`config.mk`:
```
export PLATFORM = sky130hd
export DESIGN_NAME = concolic_trace_recorder
export DESIGN_NICKNAME = d
export VERILOG_FILES = /design/src/rtl/concolic_trace_pkg.sv /design/src/rtl/concolic_trace_recorder_trace_ram.sv /design/src/rtl/concolic_trace_recorder.sv
export SDC_FILE = /design/constraint.sdc
export NUM_CORES = 1
export LEC_CHECK = 0
export BUFFER_PORTS_ARGS = -buffer_cell sky130_fd_sc_hd__buf_4
export CORE_MARGIN = 2
export CORE_UTILIZATION = 55
export DETAILED_ROUTE_END_ITERATION = 6
export PLACE_DENSITY = 0.76
export SKIP_LAST_GASP = 1
export SLEW_MARGIN = 10
export SYNTH_ARGS = -nofsm -noshare
export SYNTH_HDL_FRONTEND = slang
export SYNTH_HIERARCHICAL = 1
export SYNTH_SLANG_ARGS = --single-unit
```
`constraint.sdc`:
```
create_clock -name clk -period 16.15 [get_ports clk]
set_input_delay 0 -clock clk [delete_from_list [all_inputs] [get_ports clk]]
set_output_delay 0 -clock clk [all_outputs]
set_load 0.05 [all_outputs]
```
`src/rtl/concolic_trace_pkg.sv`:
```
// Shared types and record layout for the concolic trace recorder.
// A trace record is {cycle, obs, out_a, out_b}, MSB first. The helpers below
// give field widths and bit offsets for any DW/CYCW. trace_rec_t is the record
// type at the default widths (DW=32, CYCW=16).
package concolic_trace_pkg;

  typedef enum logic [1:0] {IDLE, RECORD, DUMP} state_t;

  localparam int DEF_DW   = 32;
  localparam int DEF_CYCW = 16;

  function automatic int rec_w(input int dw, input int cycw);
    return cycw + 1 + 2 * dw;
  endfunction

  function automatic int off_b(input int dw);
    return 0 * dw;
  endfunction

  function automatic int off_a(input int dw);
    return dw;
  endfunction

  function automatic int off_obs(input int dw);
    return 2 * dw;
  endfunction

  function automatic int off_cyc(input int dw);
    return 2 * dw + 1;
  endfunction

  typedef struct packed {
    logic [DEF_CYCW-1:0] cycle;
    logic                obs;
    logic [DEF_DW-1:0]   out_a;
    logic [DEF_DW-1:0]   out_b;
  } trace_rec_t;

endpackage

```
`src/rtl/concolic_trace_recorder_trace_ram.sv`:
```
// trace_ram: simple dual-port trace buffer, one write port and one read port.
// The read is registered. rdata changes only on a read enable, so the
// presented record stays put while the sink stalls.
// Ports: clk, reset (clears the read register only), we/waddr/wdata,
// re/raddr, rdata.
module trace_ram #(
  parameter int DEPTH = 16,
  parameter int W     = 81
) (
  input  logic                     clk,
  input  logic                     reset,
  input  logic                     we,
  input  logic [$clog2(DEPTH)-1:0] waddr,
  input  logic [W-1:0]             wdata,
  input  logic                     re,
  input  logic [$clog2(DEPTH)-1:0] raddr,
  output logic [W-1:0]             rdata
);

  logic [W-1:0] mem [DEPTH];

  always_ff @(posedge clk) begin
    if (we) mem[waddr] <= wdata;
  end

  always_ff @(posedge clk) begin
    if (reset)   rdata <= '0;
    else if (re) rdata <= mem[raddr];
  end

endmodule

```
`src/rtl/concolic_trace_recorder.sv`:
```
// concolic_trace_recorder: records DUT outputs {obs, out_a, out_b} with a cycle
// stamp during a run (start..stop). It then drains the records in write order
// over a valid/ready stream.
// Ports: clk, reset (sync, active high); start/stop run control;
// sample_en/out_a/out_b/obs sample inputs; rd_valid/rd_ready/rd_data/rd_last
// dump stream; busy, overflow, count, done status.
module concolic_trace_recorder
  import concolic_trace_pkg::*;
#(
  parameter int DW          = 32,
  parameter int CYCW        = 16,
  parameter int DEPTH       = 16,
  parameter int CHANGE_ONLY = 0
) (
  input  logic                     clk,
  input  logic                     reset,
  input  logic                     start,
  input  logic                     stop,
  input  logic                     sample_en,
  input  logic [DW-1:0]            out_a,
  input  logic [DW-1:0]            out_b,
  input  logic                     obs,
  output logic                     rd_valid,
  input  logic                     rd_ready,
  output logic [CYCW+2*DW:0]       rd_data,
  output logic                     rd_last,
  output logic                     busy,
  output logic                     overflow,
  output logic [$clog2(DEPTH):0]   count,
  output logic                     done
);

  localparam int AW = $clog2(DEPTH);
  localparam int CW = AW + 1;
  localparam int RW = rec_w(DW, CYCW);

  state_t          state;
  logic [CYCW-1:0] cyc;
  logic [CW-1:0]   rd_ptr;
  logic [2*DW:0]   last_smp;
  logic [2*DW:0]   cur;
  logic            full, eligible, wr_en, re;

  assign cur  = {obs, out_a, out_b};
  assign busy = (state != IDLE);

  always_comb begin
    full     = (count == CW'(DEPTH));
    // count==0 marks the first sample of the run. Overflow cannot happen
    // before the first store, so this test is enough.
    eligible = (state == RECORD) && sample_en &&
               ((CHANGE_ONLY == 0) || (count == '0) || (cur != last_smp));
    wr_en    = eligible && !full;
    // Issue the first read on DUMP entry. After that, prefetch on each
    // non-final handshake to keep one record per cycle.
    re       = (state == DUMP) && (count != '0) &&
               (!rd_valid || (rd_ready && !rd_last));
  end

  always_ff @(posedge clk) begin
    if (reset) begin
      state    <= IDLE;
      cyc      <= '0;
      rd_ptr   <= '0;
      count    <= '0;
      overflow <= 1'b0;
      last_smp <= '0;
      rd_valid <= 1'b0;
      rd_last  <= 1'b0;
      done     <= 1'b0;
    end else begin
      done <= 1'b0;
      case (state)
        IDLE: begin
          if (start) begin
            state    <= RECORD;
            cyc      <= '0;
            rd_ptr   <= '0;
            count    <= '0;
            overflow <= 1'b0;
            last_smp <= '0;
          end
        end
        RECORD: begin
          if (cyc != '1) cyc <= cyc + 1'b1;
          if (wr_en) begin
            count    <= count + 1'b1;
            last_smp <= cur;
          end
          if (eligible && full) overflow <= 1'b1;
          if (stop) begin
            state  <= DUMP;
            rd_ptr <= '0;
          end
        end
        DUMP: begin
          if (re) begin
            rd_ptr   <= rd_ptr + 1'b1;
            rd_valid <= 1'b1;
            rd_last  <= (rd_ptr == count - 1'b1);
          end else if (rd_valid && rd_ready) begin
            // The only handshake without a prefetch is the one on the final record.
            rd_valid <= 1'b0;
            rd_last  <= 1'b0;
            done     <= 1'b1;
            state    <= IDLE;
          end else if (!rd_valid && (count == '0)) begin
            done  <= 1'b1;
            state <= IDLE;
          end
        end
        default: state <= IDLE;
      endcase
    end
  end

  trace_ram #(.DEPTH(DEPTH), .W(RW)) u_ram (
    .clk   (clk),
    .reset (reset),
    .we    (wr_en),
    .waddr (count[AW-1:0]),
    .wdata ({cyc, obs, out_a, out_b}),
    .re    (re),
    .raddr (rd_ptr[AW-1:0]),
    .rdata (rd_data)
  );

endmodule

```
# Yosys cells after proc, flatten, opt, wreduce, memory -nomap -nowiden
# Memories as Yosys holds them, arrays and structs flattened. A register that Yosys moved wholly into a read port is not among the register bits.
# Index checks and enable logic that the tools add are counted.
totals:
  elab_cells: 78
  input_bits: 71
  ff_bits: 32
  mem_bits_rw: 1296
  output_inout_bits: 91
  n_memories: 1
mem_list:
  columns: ["memory", "words", "word_bits", "rd", "rd_clocked_by_memory_dff", "write_ports", "line_no", "text"]
  rows:
  - ["u_ram.mem", 16, 81, 1, 1, 1, "concolic_trace_recorder_trace_ram.sv:20", "logic [W-1:0] mem [DEPTH];"]
op_classes:
  n_reduce_logical: 26
  muxes: 25
  n_bitwise: 1
  eq_ne: 13
  add_sub_neg: 4
ops:
  columns: ["operator", "count"]
  rows:
  - ["$mux 16", 2]
  - ["$pmux 16 s2", 1]
  - ["$mux 5", 4]
  - ["$add 16x1->16 const B", 1]
  - ["$ne 16x16->1 const B", 1]
  - ["$pmux 5 s3", 1]
  - ["$add 5x1->5 const B", 2]
  - ["$mux 2", 5]
  - ["$pmux 5 s2", 1]
  - ["$mux 1", 9]
  - ["$reduce_and 3->1", 3]
  - ["$logic_and 1x1->1", 8]
  - ["$ne 2x2->1 const B", 4]
  - ["$reduce_and 4->1", 2]
  - ["$ne 2x1->1 const B", 3]
  - ["$pmux 2 s3", 1]
  - ["$reduce_bool 2->1", 3]
  - ["$eq 5x5->1", 1]
  - ["$eq 5x5->1 const B", 1]
  - ["$logic_not 5->1", 1]
  - ["$reduce_bool 5->1", 1]
  - ["$sub 5x1->5 const B", 1]
  - ["$logic_not 1->1", 3]
  - ["$ne 3x1->1 const B", 1]
  - ["other kinds (9)", 9]

# Depth between registers and ports, before layout
depth:
  word_depth: 6
  mapped_depth: 11
  ltp_nobuf: 9

# By module
# Netlist, hierarchy kept.
by_module_without_submodules:
  columns: ["mod", "seq_area_each_um2", "area_per_inst_um2", "instances", "cells_each"]
  rows:
  - ["trace_ram", 40538.9, 52412.8, 1, 3034]
  - ["concolic_trace_recorder", 640.6, 1885.6, 1, 225]

# Least setup slack after synthesis
# OpenSTA, ideal clock, no wires.
synth_timing:
  kind: "reg-to-reg"
  start: "register count[0]"
  end: "memory u_ram.mem[0][0], enable pin"
  t_required_ns: 15.530
  setup_ns: 0.620
  n_path_buf: 0
  stages_incl_launch_ff: 7
  arrival_time_ns: 7.590
  path_slack_ns: 7.940
  period_less_slack_ns: 8.210
  path_cell_list: "dfxtp_1 > inv_1 > ha_1 > nand4bb_1 > and3_1 > or3b_2 > nor3_1"
synth_between:
  elab_chain_len: 5
synth_lines:
  columns: ["element", "line_no", "text"]
  rows:
  - ["start: declaration", "concolic_trace_recorder.sv:29", "output logic [$clog2(DEPTH):0] count,"]
  - ["start signal: assignment", "concolic_trace_recorder.sv:87", "count <= count + 1'b1;"]
  - ["$eq 5x5->1", "concolic_trace_recorder.sv:48", "full = (count == CW'(DEPTH));"]
  - ["$logic_not 1->1", "concolic_trace_recorder.sv:53", "wr_en = eligible && !full;"]
  - ["$logic_and 1x1->1", "concolic_trace_recorder.sv:53", null]
  - ["via wr_en", "concolic_trace_recorder.sv:42", "logic full, eligible, wr_en, re;"]
  - ["$mux 1", "concolic_trace_recorder_trace_ram.sv:23", "if (we) mem[waddr] <= wdata;"]
  - ["$mux 1 (implied by the code)", "concolic_trace_recorder_trace_ram.sv:23", null]
  - ["end: declaration", "concolic_trace_recorder_trace_ram.sv:20", null]
# The timed path passes the listed nets, and every way through them passes these cells.

# Worst setup path in the final report
layout_timing:
  start: "register count[0]"
  end: "memory u_ram.mem[1][34], enable pin"
# The elaborated chain is that of the path after synthesis.

==> impl_results.md <==
- Initial antenna violation count: 0
- Aggregate global routing overflow: 0
- MaxCap Viol Count: 0
- CP startpoint kind: flop
- Number of synthesized flops with an enable pin: ~1300
- Clock Path Buffers: 3
- Cell area after synthesis: around 0.054 sq mm
- Synth-to-Final Area Change: 13.9%
- Worst-Skew Late Latency: 0.75 ns
- Syn Nets: 3334
- Crit-path slowest cell: buf_4
- IO buf count: 161
- Worst vdd ir: between 80 and 90 uV
- Max-slew violations: 0
- Hold Vio Cnt, Final: 0
- Final WL: around 120000 um
- Die Wd: between 300 and 400 um
- Post_cts resized: 0
- Max Freq: 223 MHz
- Yosys reg bits: roughly 1400
- RR Endpoint: u_ram/mem[1][34]
- DRT antenna net count: 0
- Via/cell ratio: 6.03
- Initial DRC count: 3031
- Yosys warning count: 6
- Worst reg2reg startpoint: count[0]
- Cell Chain, Critical Path: inv_1 -> ha_1 -> nand4bb_1 -> and3_1 -> or3b_2 -> nor2_4 -> buf_4 -> buf_4
- Hold Path Stages: 2
- Total number of H-tree levels: 4
- Final setup vio count: 0
- Netlist cell types: 63
- Worst min-delay path class: in -> reg
- Sequential share of the synthesized area: ~76%
- I/O Pins: approximately 160
- DP HPWL: 60000 um
- Setup Skew: between 0.03 and 0.04 ns
- Total track usage: about a quarter
- Required time of the critical path: approximately 16 ns
- TritonCTS buffer count: 138
- Most used flip-flop cell after synthesis: edfxtp_1
- Post-synthesis cell count: between 3000 and 4000
- Hold_buf cts: 74
- Mean post-synth cell area: ~17 sq um
- # DRC: 0
- Leakage: 19.8 nW
- Worst reg-to-reg path cell count: 8
- Die area: around 0.10 sq mm
- Peak fanout along the critical path: 47
- Slew headroom: about 23%
- Min-delay src: out_b[2]
- PwrDens: between 100 and 150 mW/mm^2
- Critical path arrival: approximately 4.8 ns
- Row count: around 120
- CTS root buf: clkbuf_16
- Starting Density: between 50% and 60%
- Largest net degree at the start of global routing: ~160
- Filler cells: 6766
- Post-layout min period: about 4.5 ns
- Placer Congestion: just under 0.8
- Setup bufs post-CTS: 0
- R2r setup slk: ~12 ns
- Total power: a little over 7 mW
- Async set-reset flop share out of synthesis: 0%
- Max incr delay on CP: approximately 0.78 ns
- Design Area, Final: 0.0618 sq mm
- Setup CP Type: reg -> reg
- Core area: between 0.09 and 0.1 sq mm
- Status: finished, final reports clean
- CP dominant cell by count: buf_4
- First-pass GRT wire length: about 180000 um
- Final nets: between 3000 and 4000
- Clk slew on worst S/H paths: about 0.06 ns
- Worst Tran Pin Value: 1.15 ns
- Share of cells above drive strength 1: roughly 13%
- Final worst path period share: 27.7%
- Cell Area, Placed: 0.0566 sq mm
- Antenna cells: 0
- Vias: about 30000
- Finished Core Util: a little over three fifths
- Endpoint class of the critical path: flop
- Setup TNS: 0 ns
- Clock sinks: 1409
- CTS tree: done
- TritonRoute pass-1 iters: 5
- WHS Endpoint: u_ram/mem[10][2]
- Unrepaired setup endpoints after global routing: no
- WL/cell: about 25 um
- Die Y: 318 um
- Vias in the first global route: between 20000 and 30000
[placed cells by master (no fill, tap or decap), drive strengths merged, types with 5 or more instances in the layout]
cell | synthesis | routed
edfxtp | 1296 | 1296
mux2i | 659 | 659
nand2 | 267 | 267
nand3 | 256 | 256
buf | 128 | 216
clkbuf | 51 | 191
a21oi | 178 | 178
a22oi | 163 | 163
dfxtp | 113 | 113
dlygate4sd3 | 0 | 74
clkinv | 0 | 44
nor2 | 23 | 23
inv | 10 | 21
o21ai | 13 | 13
bufinv | 0 | 9
nand2b | 8 | 8
nor3 | 8 | 8
or3 | 7 | 7
nor2b | 7 | 7
xnor2 | 6 | 6
a211oi | 5 | 5
or4 | 5 | 5
[synth_stat cells (2+ instances only)]
| library cell | number | area share, % |
|---|---|---|
| buf_1 | 3 | 0.021 |
| edfxtp_1 | 1296 | 72 |
| a2111o_1 | 2 | 0.041 |
| o2111ai_1 | 2 | 0.032 |
| buf_4 | 46 | 0.64 |
| buf_2 | 55 | 0.51 |
| and4_1 | 2 | 0.032 |
| xnor2_1 | 6 | 0.097 |
| mux2i_1 | 659 | 12 |
| a22oi_1 | 163 | 2.3 |
| nand4_1 | 3 | 0.035 |
| nand2_1 | 267 | 1.8 |
| clkbuf_1 | 50 | 0.35 |
| nand3b_1 | 4 | 0.055 |
| a211oi_1 | 5 | 0.069 |
| or3_1 | 7 | 0.081 |
| dfxtp_1 | 113 | 4.2 |
| nor3b_1 | 3 | 0.041 |
| o32ai_1 | 2 | 0.032 |
| nand2b_1 | 8 | 0.092 |
| nor2_1 | 22 | 0.15 |
| ha_1 | 4 | 0.092 |
| and3_1 | 3 | 0.035 |
| buf_6 | 19 | 0.39 |
| nor2b_1 | 7 | 0.081 |
| nor3_1 | 8 | 0.074 |
| o211ai_1 | 3 | 0.041 |
| or4_1 | 4 | 0.055 |
| buf_8 | 5 | 0.14 |
| nand3_1 | 255 | 2.4 |
| a21oi_1 | 178 | 1.6 |
| o21ai_0 | 13 | 0.12 |
| inv_1 | 9 | 0.062 |
| a2111oi_0 | 2 | 0.032 |
| o31ai_1 | 3 | 0.041 |
[cell families (layout without fill, tap and decap cells)]
group | Yosys count | count (layout) | share of synthesized area [%]
compound gates | 382 | 382 | 4.46
fa+ha+maj | 4 | 4 | 0.0922
flops | 1409 | 1409 | 75.8
mux | 659 | 659 | 12.1
buf+inv | 189 | 557 | 2.14
xor+xnor | 7 | 7 | 0.113
simple gates | 609 | 609 | 5.21
[area by class of cell]
cell class                      instances  area [sq um]  share of cell area [%]
Sequential cell                      1409         41200                    66.6
Clock buffer                          191          3830                    6.20
Clock inverter                         66           662                    1.07
Multi-Input combinational cell       1661         12100                    19.6
Inverter                               10          37.5                  0.0607
Timing Repair Buffer                  290          2400                    3.88
Tap cell                             1287          1610                    2.60
[sequential cells by signal (all words and copies together), names as in the netlist, 2 cells and up]
register / count
u_ram/mem: 1296
u_ram/rdata: 81
cyc: 16
count: 5
rd_ptr: 5
state: 2
[power breakdown]
| group | total, mW | internal, mW | leakage, nW | switching, mW |
|---|---|---|---|---|
| Combinational | 0.117 | 0.0378 | 4.68 | 0.0790 |
| Sequential | 3.99 | 3.98 | 12.9 | 0.00706 |
| Clock | 3.15 | 1.82 | 2.21 | 1.33 |
| Total | 7.26 | 5.84 | 19.8 | 1.42 |
[layer usage]
metal  track usage [%]  up-vias  wire [um]
met5                 0        -          0
met4              6.13        0       2310
met3              3.73      174       8290
met2              39.9     1145      60700
met1              33.2    15100      50500
li1                  -    13200          -
[worst max-delay path, delay by kind of cell (launching register included)]
family	cells	cell delay [ns]
flops	1	0.69
simple gates	4	1.55
fa+ha+maj	1	0.30
buf+inv	3	1.44
[worst max-delay path by stage]
stage,endpoint,depth (start not counted),from
final,u_ram/mem[1][34],8,count[0]
after global routing,u_ram/mem[1][34],8,count[0]
after CTS,u_ram/mem[1][32],8,count[0]
after detailed placement,u_ram/mem[1][34],8,count[0]
after global placement,u_ram/mem[1][32],8,count[0]
after floorplan,u_ram/mem[0][0],6,count[0]
[stage by stage]
stage	worst slack, ns	hold slack, ns	cells
2_1_floorplan	7.94	0.0989	3259
3_3_place_gp	11.92	0.239	4583
3_5_place_dp	11.81	0.237	4583
4_1_cts	11.74	0.0614	4914
5_1_grt	11.52	0.0875	4914
6_report	11.68	0.0843	4914
(Power assumes the default switching activity.)
